File: config.mk
export PLATFORM = sky130hd
export DESIGN_NAME = xy_slot_scheduler_flat
export DESIGN_NICKNAME = d
export VERILOG_FILES = /design/src/rtl/xy_slot_if.sv /design/src/rtl/xy_slot_scheduler.sv /design/src/flat_wrapper.sv
export SDC_FILE = /design/constraint.sdc
export NUM_CORES = 1
export LEC_CHECK = 0
export CAP_MARGIN = 20
export CORE_MARGIN = 4
export CORE_UTILIZATION = 40
export DETAILED_ROUTE_END_ITERATION = 12
export PLACE_DENSITY_LB_ADDON = 0.08
export SLEW_MARGIN = 40
export SYNTH_ARGS = -nofsm -noshare
export SYNTH_HDL_FRONTEND = slang
export SYNTH_SLANG_ARGS = --single-unit
File: constraint.sdc
create_clock -name clk -period 3.24 [get_ports clk]
set_input_delay 0.648 -clock clk [delete_from_list [all_inputs] [get_ports clk]]
set_output_delay 0.648 -clock clk [all_outputs]
set_load 0.01 [all_outputs]
File: src/rtl/xy_slot_if.sv
// X/Y slot scheduler bus: drawing sources on one side,
// DAC output registers on the other.
interface xy_slot_if;
  logic [3:0]  src_en;
  logic [31:0] x_in;
  logic [31:0] y_in;
  logic [3:0]  grant;
  logic [1:0]  sel;
  logic [7:0]  x_out;
  logic [7:0]  y_out;
  logic        blank;
  logic        frame_tick;

  modport master (
    output src_en, x_in, y_in,
    input  grant, sel, x_out, y_out, blank, frame_tick
  );

  modport slave (
    input  src_en, x_in, y_in,
    output grant, sel, x_out, y_out, blank, frame_tick
  );
endinterface

File: src/rtl/xy_slot_scheduler.sv
// Round-robin time multiplexer of four point streams onto
// one X/Y DAC pair, with a blanked settle before each switch.
module xy_slot_scheduler #(
  parameter int SLOT_LEN   = 64,
  parameter int SETTLE_LEN = 4
) (
  input logic     clk,
  input logic     rst_n,
  xy_slot_if.slave bus
);

  typedef enum logic [1:0] {
    IDLE,
    SETTLE,
    DRAW
  } state_e;

  localparam logic [9:0] SLOT_LD   = 10'(SLOT_LEN - 1);
  localparam logic [9:0] SETTLE_LD = 10'(SETTLE_LEN - 1);

  state_e      state_q, state_d;
  logic [1:0]  sel_q, sel_d;
  logic [9:0]  cnt_q, cnt_d;
  logic [7:0]  x_q, x_d;
  logic [7:0]  y_q, y_d;
  logic        blank_q, blank_d;
  logic        tick_q, tick_d;

  logic        found;
  logic [1:0]  nxt;
  logic [7:0]  x_pt;
  logic [7:0]  y_pt;

  assign x_pt = bus.x_in[{sel_q, 3'b000} +: 8];
  assign y_pt = bus.y_in[{sel_q, 3'b000} +: 8];

  // Next enabled source after sel, wrapping back to sel itself.
  always_comb begin
    found = |bus.src_en;
    nxt   = sel_q;
    for (int i = 4; i >= 1; i--) begin
      if (bus.src_en[sel_q + 2'(i)]) nxt = sel_q + 2'(i);
    end
  end

  // Slot sequencing and DAC sample selection.
  always_comb begin
    state_d = state_q;
    sel_d   = sel_q;
    cnt_d   = cnt_q;
    x_d     = x_q;
    y_d     = y_q;
    blank_d = blank_q;
    tick_d  = 1'b0;
    unique case (state_q)
      IDLE: begin
        blank_d = 1'b1;
        if (found) begin
          sel_d   = nxt;
          tick_d  = (nxt <= sel_q);
          cnt_d   = SETTLE_LD;
          state_d = SETTLE;
        end
      end
      SETTLE: begin
        blank_d = 1'b1;
        x_d     = x_pt;
        y_d     = y_pt;
        if (!bus.src_en[sel_q]) begin
          if (found) begin
            sel_d  = nxt;
            tick_d = (nxt <= sel_q);
            cnt_d  = SETTLE_LD;
          end else begin
            state_d = IDLE;
          end
        end else if (cnt_q == '0) begin
          cnt_d   = SLOT_LD;
          state_d = DRAW;
        end else begin
          cnt_d = cnt_q - 10'd1;
        end
      end
      DRAW: begin
        x_d     = x_pt;
        y_d     = y_pt;
        blank_d = 1'b0;
        if (cnt_q == '0 || !bus.src_en[sel_q]) begin
          if (!found) begin
            state_d = IDLE;
            blank_d = 1'b1;
            x_d     = x_q;
            y_d     = y_q;
          end else if (nxt == sel_q) begin
            cnt_d  = SLOT_LD;
            tick_d = 1'b1;
          end else begin
            sel_d   = nxt;
            tick_d  = (nxt <= sel_q);
            cnt_d   = SETTLE_LD;
            state_d = SETTLE;
            blank_d = 1'b1;
            x_d     = x_q;
            y_d     = y_q;
          end
        end else begin
          cnt_d = cnt_q - 10'd1;
        end
      end
      default: state_d = IDLE;
    endcase
  end

  // State, selection and DAC output registers.
  always_ff @(posedge clk or negedge rst_n) begin
    if (!rst_n) begin
      state_q <= IDLE;
      sel_q   <= 2'd3;
      cnt_q   <= '0;
      x_q     <= '0;
      y_q     <= '0;
      blank_q <= 1'b1;
      tick_q  <= 1'b0;
    end else begin
      state_q <= state_d;
      sel_q   <= sel_d;
      cnt_q   <= cnt_d;
      x_q     <= x_d;
      y_q     <= y_d;
      blank_q <= blank_d;
      tick_q  <= tick_d;
    end
  end

  assign bus.grant      = (state_q == DRAW) ? (4'b0001 << sel_q) : 4'b0000;
  assign bus.sel        = sel_q;
  assign bus.x_out      = x_q;
  assign bus.y_out      = y_q;
  assign bus.blank      = blank_q;
  assign bus.frame_tick = tick_q;

endmodule

File: src/flat_wrapper.sv
// flat-port wrapper written by rule: the top's interface ports become plain ports
module xy_slot_scheduler_flat 
#(
  parameter int SLOT_LEN   = 64,
  parameter int SETTLE_LEN = 4
)
  (clk, rst_n, bus_src_en, bus_x_in, bus_y_in, bus_grant, bus_sel, bus_x_out, bus_y_out, bus_blank, bus_frame_tick);
  xy_slot_if bus_i ();
  input logic clk;
  input logic rst_n;
  input wire logic [$bits(bus_i.src_en)-1:0] bus_src_en;
  input wire logic [$bits(bus_i.x_in)-1:0] bus_x_in;
  input wire logic [$bits(bus_i.y_in)-1:0] bus_y_in;
  output wire logic [$bits(bus_i.grant)-1:0] bus_grant;
  output wire logic [$bits(bus_i.sel)-1:0] bus_sel;
  output wire logic [$bits(bus_i.x_out)-1:0] bus_x_out;
  output wire logic [$bits(bus_i.y_out)-1:0] bus_y_out;
  output wire logic [$bits(bus_i.blank)-1:0] bus_blank;
  output wire logic [$bits(bus_i.frame_tick)-1:0] bus_frame_tick;
  assign bus_i.src_en = bus_src_en;
  assign bus_i.x_in = bus_x_in;
  assign bus_i.y_in = bus_y_in;
  assign bus_grant = bus_i.grant;
  assign bus_sel = bus_i.sel;
  assign bus_x_out = bus_i.x_out;
  assign bus_y_out = bus_i.y_out;
  assign bus_blank = bus_i.blank;
  assign bus_frame_tick = bus_i.frame_tick;
  xy_slot_scheduler #(.SLOT_LEN(SLOT_LEN), .SETTLE_LEN(SETTLE_LEN)) u_core (.clk(clk), .rst_n(rst_n), .bus(bus_i));
endmodule
Word-level counts from Yosys, hierarchy flattened
Cells that the tools add are included.
{"block": "word_totals", "word_cells": 96, "latchBits": 0, "romBits": 0, "output_inout_bits": 24, "register_bits": 32, "memories": 0, "ramBits": 0, "inputBits": 70}
{"block": "classes", "bitwise": 0, "n_mul": 0, "div": 0, "n_lt_le_gt_ge": 5, "reduce_logical": 13, "shifts": 3, "add_sub_neg": 4, "muxes": 51, "n_eq_ne": 13}
{"operator": "indexed part select 32 x 6 -> 8 bit", "count": 2}
{"operator": "2-to-1 mux 10 bit", "count": 5}
{"operator": "2-to-1 mux 8 bit", "count": 6}
{"operator": "case mux 8 bit (2 select lines)", "count": 2}
{"operator": "2-to-1 mux 2 bit", "count": 15}
{"operator": "case mux 10 bit (3 select lines)", "count": 1}
{"operator": "less-than comparator 2 x 3 -> 1 bit, second input constant", "count": 4}
{"operator": "2-to-1 mux 1 bit", "count": 12}
{"operator": "inequality test 3 bit, second input constant", "count": 4}
{"operator": "case mux 2 bit (3 select lines)", "count": 2}
{"operator": "logical NOT 10 bit", "count": 1}
{"operator": "AND reduction 5 bit", "count": 2}
{"operator": "subtractor 10 x 1 -> 10 bit, second input constant", "count": 1}
{"operator": "binary-select mux 1 bit (select 2 bit)", "count": 4}
{"operator": "2-to-1 mux 6 bit", "count": 1}
{"operator": "inequality test 2 x 1 -> 1 bit, second input constant", "count": 3}
{"operator": "adder 2 bit, second input constant", "count": 2}
{"operator": "2-to-1 mux 4 bit", "count": 1}
{"operator": "inequality test 2 bit, second input constant", "count": 2}
{"operator": "nonzero test 2 bit", "count": 2}
{"operator": "OR reduction 4 bit", "count": 1}
{"operator": "<< shifter 1 x 2 -> 4 bit, first input constant", "count": 1}
{"operator": "inequality test 3 x 2 -> 1 bit, second input constant", "count": 1}
{"operator": "case mux 1 bit (3 select lines)", "count": 1}
{"operator": "other kinds (13)", "count": 13}

Longest topological paths before layout
{"block": "logic_depth", "ltp_word": 11, "ltp_mapped": 14, "ltp_nobuf": 10}

Worst setup path after synthesis
Ideal clock, no wire load.
{"block": "synth_timing", "path_kind": "register to register", "start": "register u_core.sel_q[0] (netlist: u_core.bus.sel[0])", "end": "register u_core.x_q[0] (netlist: u_core.bus.x_out[0])", "stages_incl_launch_ff": 15, "setup_ns": 0.125, "t_required_ns": 3.115, "path_buffers": 4, "synth_period_minus_slack_ns": 3.593, "arrival_time_ns": 3.468, "path_slack_ns": -0.353, "cell_sequence": "dfstp_2 > clkbuf_1 > clkbuf_1 > inv_1 > ha_1 > o21ai_0 > a21oi_1 > a221oi_1 > ha_1 > nand2_1 > o21ai_2 > o21a_1 > buf_6 > buf_6 > mux2_4"}
{"block": "synth_via", "elab_chain_cells": 9, "word_cells_on_any_way": 25, "classes_between": "add/sub (3); eq/ne (3); shift (1); mux (15); reduce/logical (3)"}
{"item": "start: declaration", "line": "xy_slot_scheduler.sv:22", "text": "logic [1:0] sel_q, sel_d;"}
{"item": "start signal: assignment", "line": "xy_slot_scheduler.sv:126", "text": "sel_q <= sel_d;"}
{"item": "adder 2 bit", "line": "xy_slot_scheduler.sv:42", "text": "if (bus.src_en[sel_q + 2'(i)]) nxt = sel_q + 2'(i);"}
{"item": "binary-select mux 1 bit (select 2 bit)", "line": "xy_slot_scheduler.sv:42"}
{"item": "2-to-1 mux 1 bit (not written as such)", "line": "xy_slot_scheduler.sv:42"}
{"item": "2-to-1 mux 2 bit (3 in a row)", "line": "xy_slot_scheduler.sv:42"}
{"item": "== test 2 bit", "line": "xy_slot_scheduler.sv:94", "text": "end else if (nxt == sel_q) begin"}
{"item": "inequality test 3 bit (no line)"}
{"item": "AND reduction 3 bit (no line)"}
{"item": "end signal: assignment", "line": "xy_slot_scheduler.sv:120", "text": "x_q <= '0;"}
{"item": "end signal: assignment", "line": "xy_slot_scheduler.sv:128", "text": "x_q <= x_d;"}
{"item": "end: declaration", "line": "xy_slot_scheduler.sv:24", "text": "logic [7:0] x_q, x_d;"}
Several ways; a longest one is shown, not always the timed one. The select of a mux whose other input is x is not followed.
A chain may end at the register's enable or synchronous reset.

Final worst setup path
{"block": "layout_timing", "start": "register u_core.sel_q[0] (netlist: u_core.bus.sel[0])", "end": "register u_core.y_q[4] (netlist: u_core.bus.y_out[4])"}
{"block": "layout_via", "elab_chain_cells": 9, "word_cells_on_any_way": 25, "classes_between": "add/sub (3); eq/ne (3); shift (1); mux (15); reduce/logical (3)"}
{"item": "adder 2 bit", "line": "xy_slot_scheduler.sv:42"}
{"item": "binary-select mux 1 bit (select 2 bit)", "line": "xy_slot_scheduler.sv:42"}
{"item": "2-to-1 mux 1 bit (not written as such)", "line": "xy_slot_scheduler.sv:42"}
{"item": "2-to-1 mux 2 bit (3 in a row)", "line": "xy_slot_scheduler.sv:42"}
{"item": "== test 2 bit", "line": "xy_slot_scheduler.sv:94"}
{"item": "inequality test 3 bit (no line)"}
{"item": "AND reduction 3 bit (no line)"}
{"item": "end signal: assignment", "line": "xy_slot_scheduler.sv:129", "text": "y_q <= y_d;"}
{"item": "end: declaration", "line": "xy_slot_scheduler.sv:25", "text": "logic [7:0] y_q, y_d;"}
Several ways; a longest one is shown, not always the timed one. The select of a mux whose other input is x is not followed.

==> metrics <==
status completed; grt met1 use 0.232; # clock sinks 32; clk_lat worst skew 0.29 ns; top cell family by delay on the critical path compound AO/OA/AOI/OAI gates; layer with the highest usage met2; Synth Register Bits 32; Slowest cell on crit path dfstp_2; Yosys cell types 45; Horiz. Die Dim 85.2 µm; endpoints failing setup 0; DRC errors left 0; area of the mapped netlist 0.00238 mm²; RSZ-0062 raised after global routing false; met2 Usage GRT 0.363; Yosys Warn Count 0; M3 GR Usage 0.0408; DR vias/cell 5.55; Max Cap Violations 0; pre-CTS setup slack 0.00757 ns; R2R Path End u_core.bus.y_out[4]; PwrDens 926 mW/mm²; max-slew violation count 0; die footprint 0.00725 mm²; hold path depth 1; cts bufs inserted 5; total detailed-routing wirelength 6.79 mm; cell count after synthesis 209; number of global-route vias before repair 2301; Clock Skew 0.0104 ns; Final Instance Area 0.00352 mm²; post-route ant nets 0; RD Place Congestion 0.784; syn avg cell area 11.4 µm²; CTS clk-pin slew, worst paths 0.06 ns; core area 0.00564 mm²; ys async rst share 1.00; hpwl dp 5.50 mm; total congestion overflow 0; top cells by area, synth dfrtp_1, mux4_2, mux2_4, ha_1, mux2_1; overall global routing resource usage 0.200; Clock H-tree levels 2; fin crit share 0.917; VDD IR max 0.746 mV; WP data required 3.40 ns; setup TNS 0 ns; drt pass-1 iters 4; instance area after placement 0.00343 mm²; Area Growth Syn to Fin 48.0%; CP arrival 3.14 ns; cell taking the most area after synthesis dfrtp_1; crit end category register; via count 2115; drt initial violations 61; Worst path max stage delay 0.63 ns; Post-synth EDFFs 0; setup slack after layout 0.268 ns; CTS max path bufs 2; number of hold violations in the final report 0; num rows 27; drt wl/cell 17.8 µm; Bufs and invs on worst path 2; Fmax 0.336 GHz; nets 390; worst hold path type reg -> reg; worst reg2reg path depth 11; syn_nets 291; Worst Tran Pin Value 0.590 ns; Rel. slew slack 0.606; largest net degree at the start of global routing 33; CTS tree built; Starting Density 0.422; input/output buffers 93; Boundary Pins 94; leakage power 0.00147 µW; share of layout cells above drive strength 1 0.178; initial antenna violation count 0; first-pass GRT wire length 11.5 mm; reg2reg start u_core.bus.sel[0]; Hold Crit Endpoint u_core.bus.x_out[7]; crit path kind reg -> reg; Worst setup SP type register; chip height 85.2 µm; ant diodes 0; hold path start u_core.bus.x_out[7]; ys flop type dfrtp_1; crit path time final 2.97 ns; cell repeated most along the worst path ha_1; post-synthesis sequential area ratio 0.338; top-area cell type share of the netlist area 0.305; worst path cell trace inv_1 > ha_1 > o21ai_0 > a21oi_1 > a221oi_2 > ha_1 > nand2_1 > o21ai_2 > o21a_1 > buf_12 > mux2_1; CTS root buf clkbuf_8; flop2flop setup slack 0.27 ns; crit path max fanout 16
[worst max-delay path by stage]
stage | startpoint | slack [ns] | to | depth (start not counted)
finish | u_core.bus.sel[0] | 0.27 | u_core.bus.y_out[4] | 11
global route | u_core.bus.sel[0] | 0.06 | u_core.bus.y_out[1] | 11
CTS | u_core.bus.sel[0] | 0.16 | u_core.bus.y_out[4] | 11
detailed placement | bus_src_en[0] | 0.008 | u_core.bus.y_out[2] | 11
global placement | bus_src_en[3] | 0.12 | u_core.bus.y_out[1] | 11
floorplan | u_core.bus.sel[1] | 0.01 | u_core.bus.x_out[0] | 14
[kinds of logic after synthesis]
family | after synthesis | synth area share
DFF | 32 | 0.338
and+or+nand+nor | 52 | 0.117
AOI/OAI and AO/OA | 52 | 0.154
adders and majority gates | 12 | 0.0631
buffers and inverters | 21 | 0.0431
muxes | 39 | 0.281
xor gates and xnor gates | 1 | 0.00368
[synth_stat cells (6+ instances only)]
cell type	count
ha_1	12
dfrtp_1	29
mux2_4	11
inv_1	9
nand2_1	15
mux4_2	17
o21ai_0	13
a21oi_1	10
mux2_1	8
clkbuf_1	6
nor2_1	11
[state kept, by name, summed over array words and instances (netlist names)]
signal / flops
u_core.bus.y_out: 8
u_core.bus.blank: 1
u_core.bus.x_out: 8
u_core.bus.sel: 2
u_core.bus.frame_tick: 1
u_core.cnt_q: 10
u_core.state_q: 2
[routing by layer]
metal,vias up,wire length (µm),share of wire
met4,0,197,0.029
met1,1054,2600,0.38
li1,997,-,-
met5,-,0,0
met2,49,3720,0.55
met3,15,279,0.041
[metrics by stage]
step,hold WS [ns],power [µW],instances,util
2_1_floorplan,0.352,2250,209,-
3_3_place_gp,0.469,2910,373,0.608
4_1_cts,0.488,3290,381,0.624
3_5_place_dp,0.474,2950,373,0.608
6_report,0.485,3260,381,0.625
5_1_grt,0.512,3540,381,0.625
[power by group]
group | switching, µW | total [µW] | internal (µW) | leakage (µW)
logic | 1030 | 2220 | 1190 | 0.00104
clock network | 148 | 321 | 173 | 0.0000455
registers | 132 | 723 | 591 | 0.000389
total | 1310 | 3260 | 1950 | 0.00147
[cell usage in the layout (no fill, tap or decap), types with 9 or more instances in the layout]
| cell type | count |
|---|---|
| mux2_4 | 11 |
| dfrtp_1 | 29 |
| ha_1 | 12 |
| mux4_2 | 17 |
| nor2_1 | 11 |
| a21oi_1 | 10 |
| o21ai_0 | 12 |
| inv_1 | 9 |
| clkdlybuf4s50_1 | 93 |
| nand2_1 | 15 |
| buf_4 | 10 |
[what timing repair did]
item,4_1_cts,5_1_grt
gates resized for setup,0,2
buffers inserted,0,0
setup endpoints to repair,0,8
hold buffers,0,0
[area by class of cell]
type | count | area, µm²
flip-flops and latches | 32 | 805
multi-input cells | 156 | 1480
repair buffers | 104 | 1030
clock buffers | 8 | 90.1
fillers | 459 | 2120
well taps | 72 | 90.1
inverters | 9 | 33.8
(Power assumes the default switching activity.)
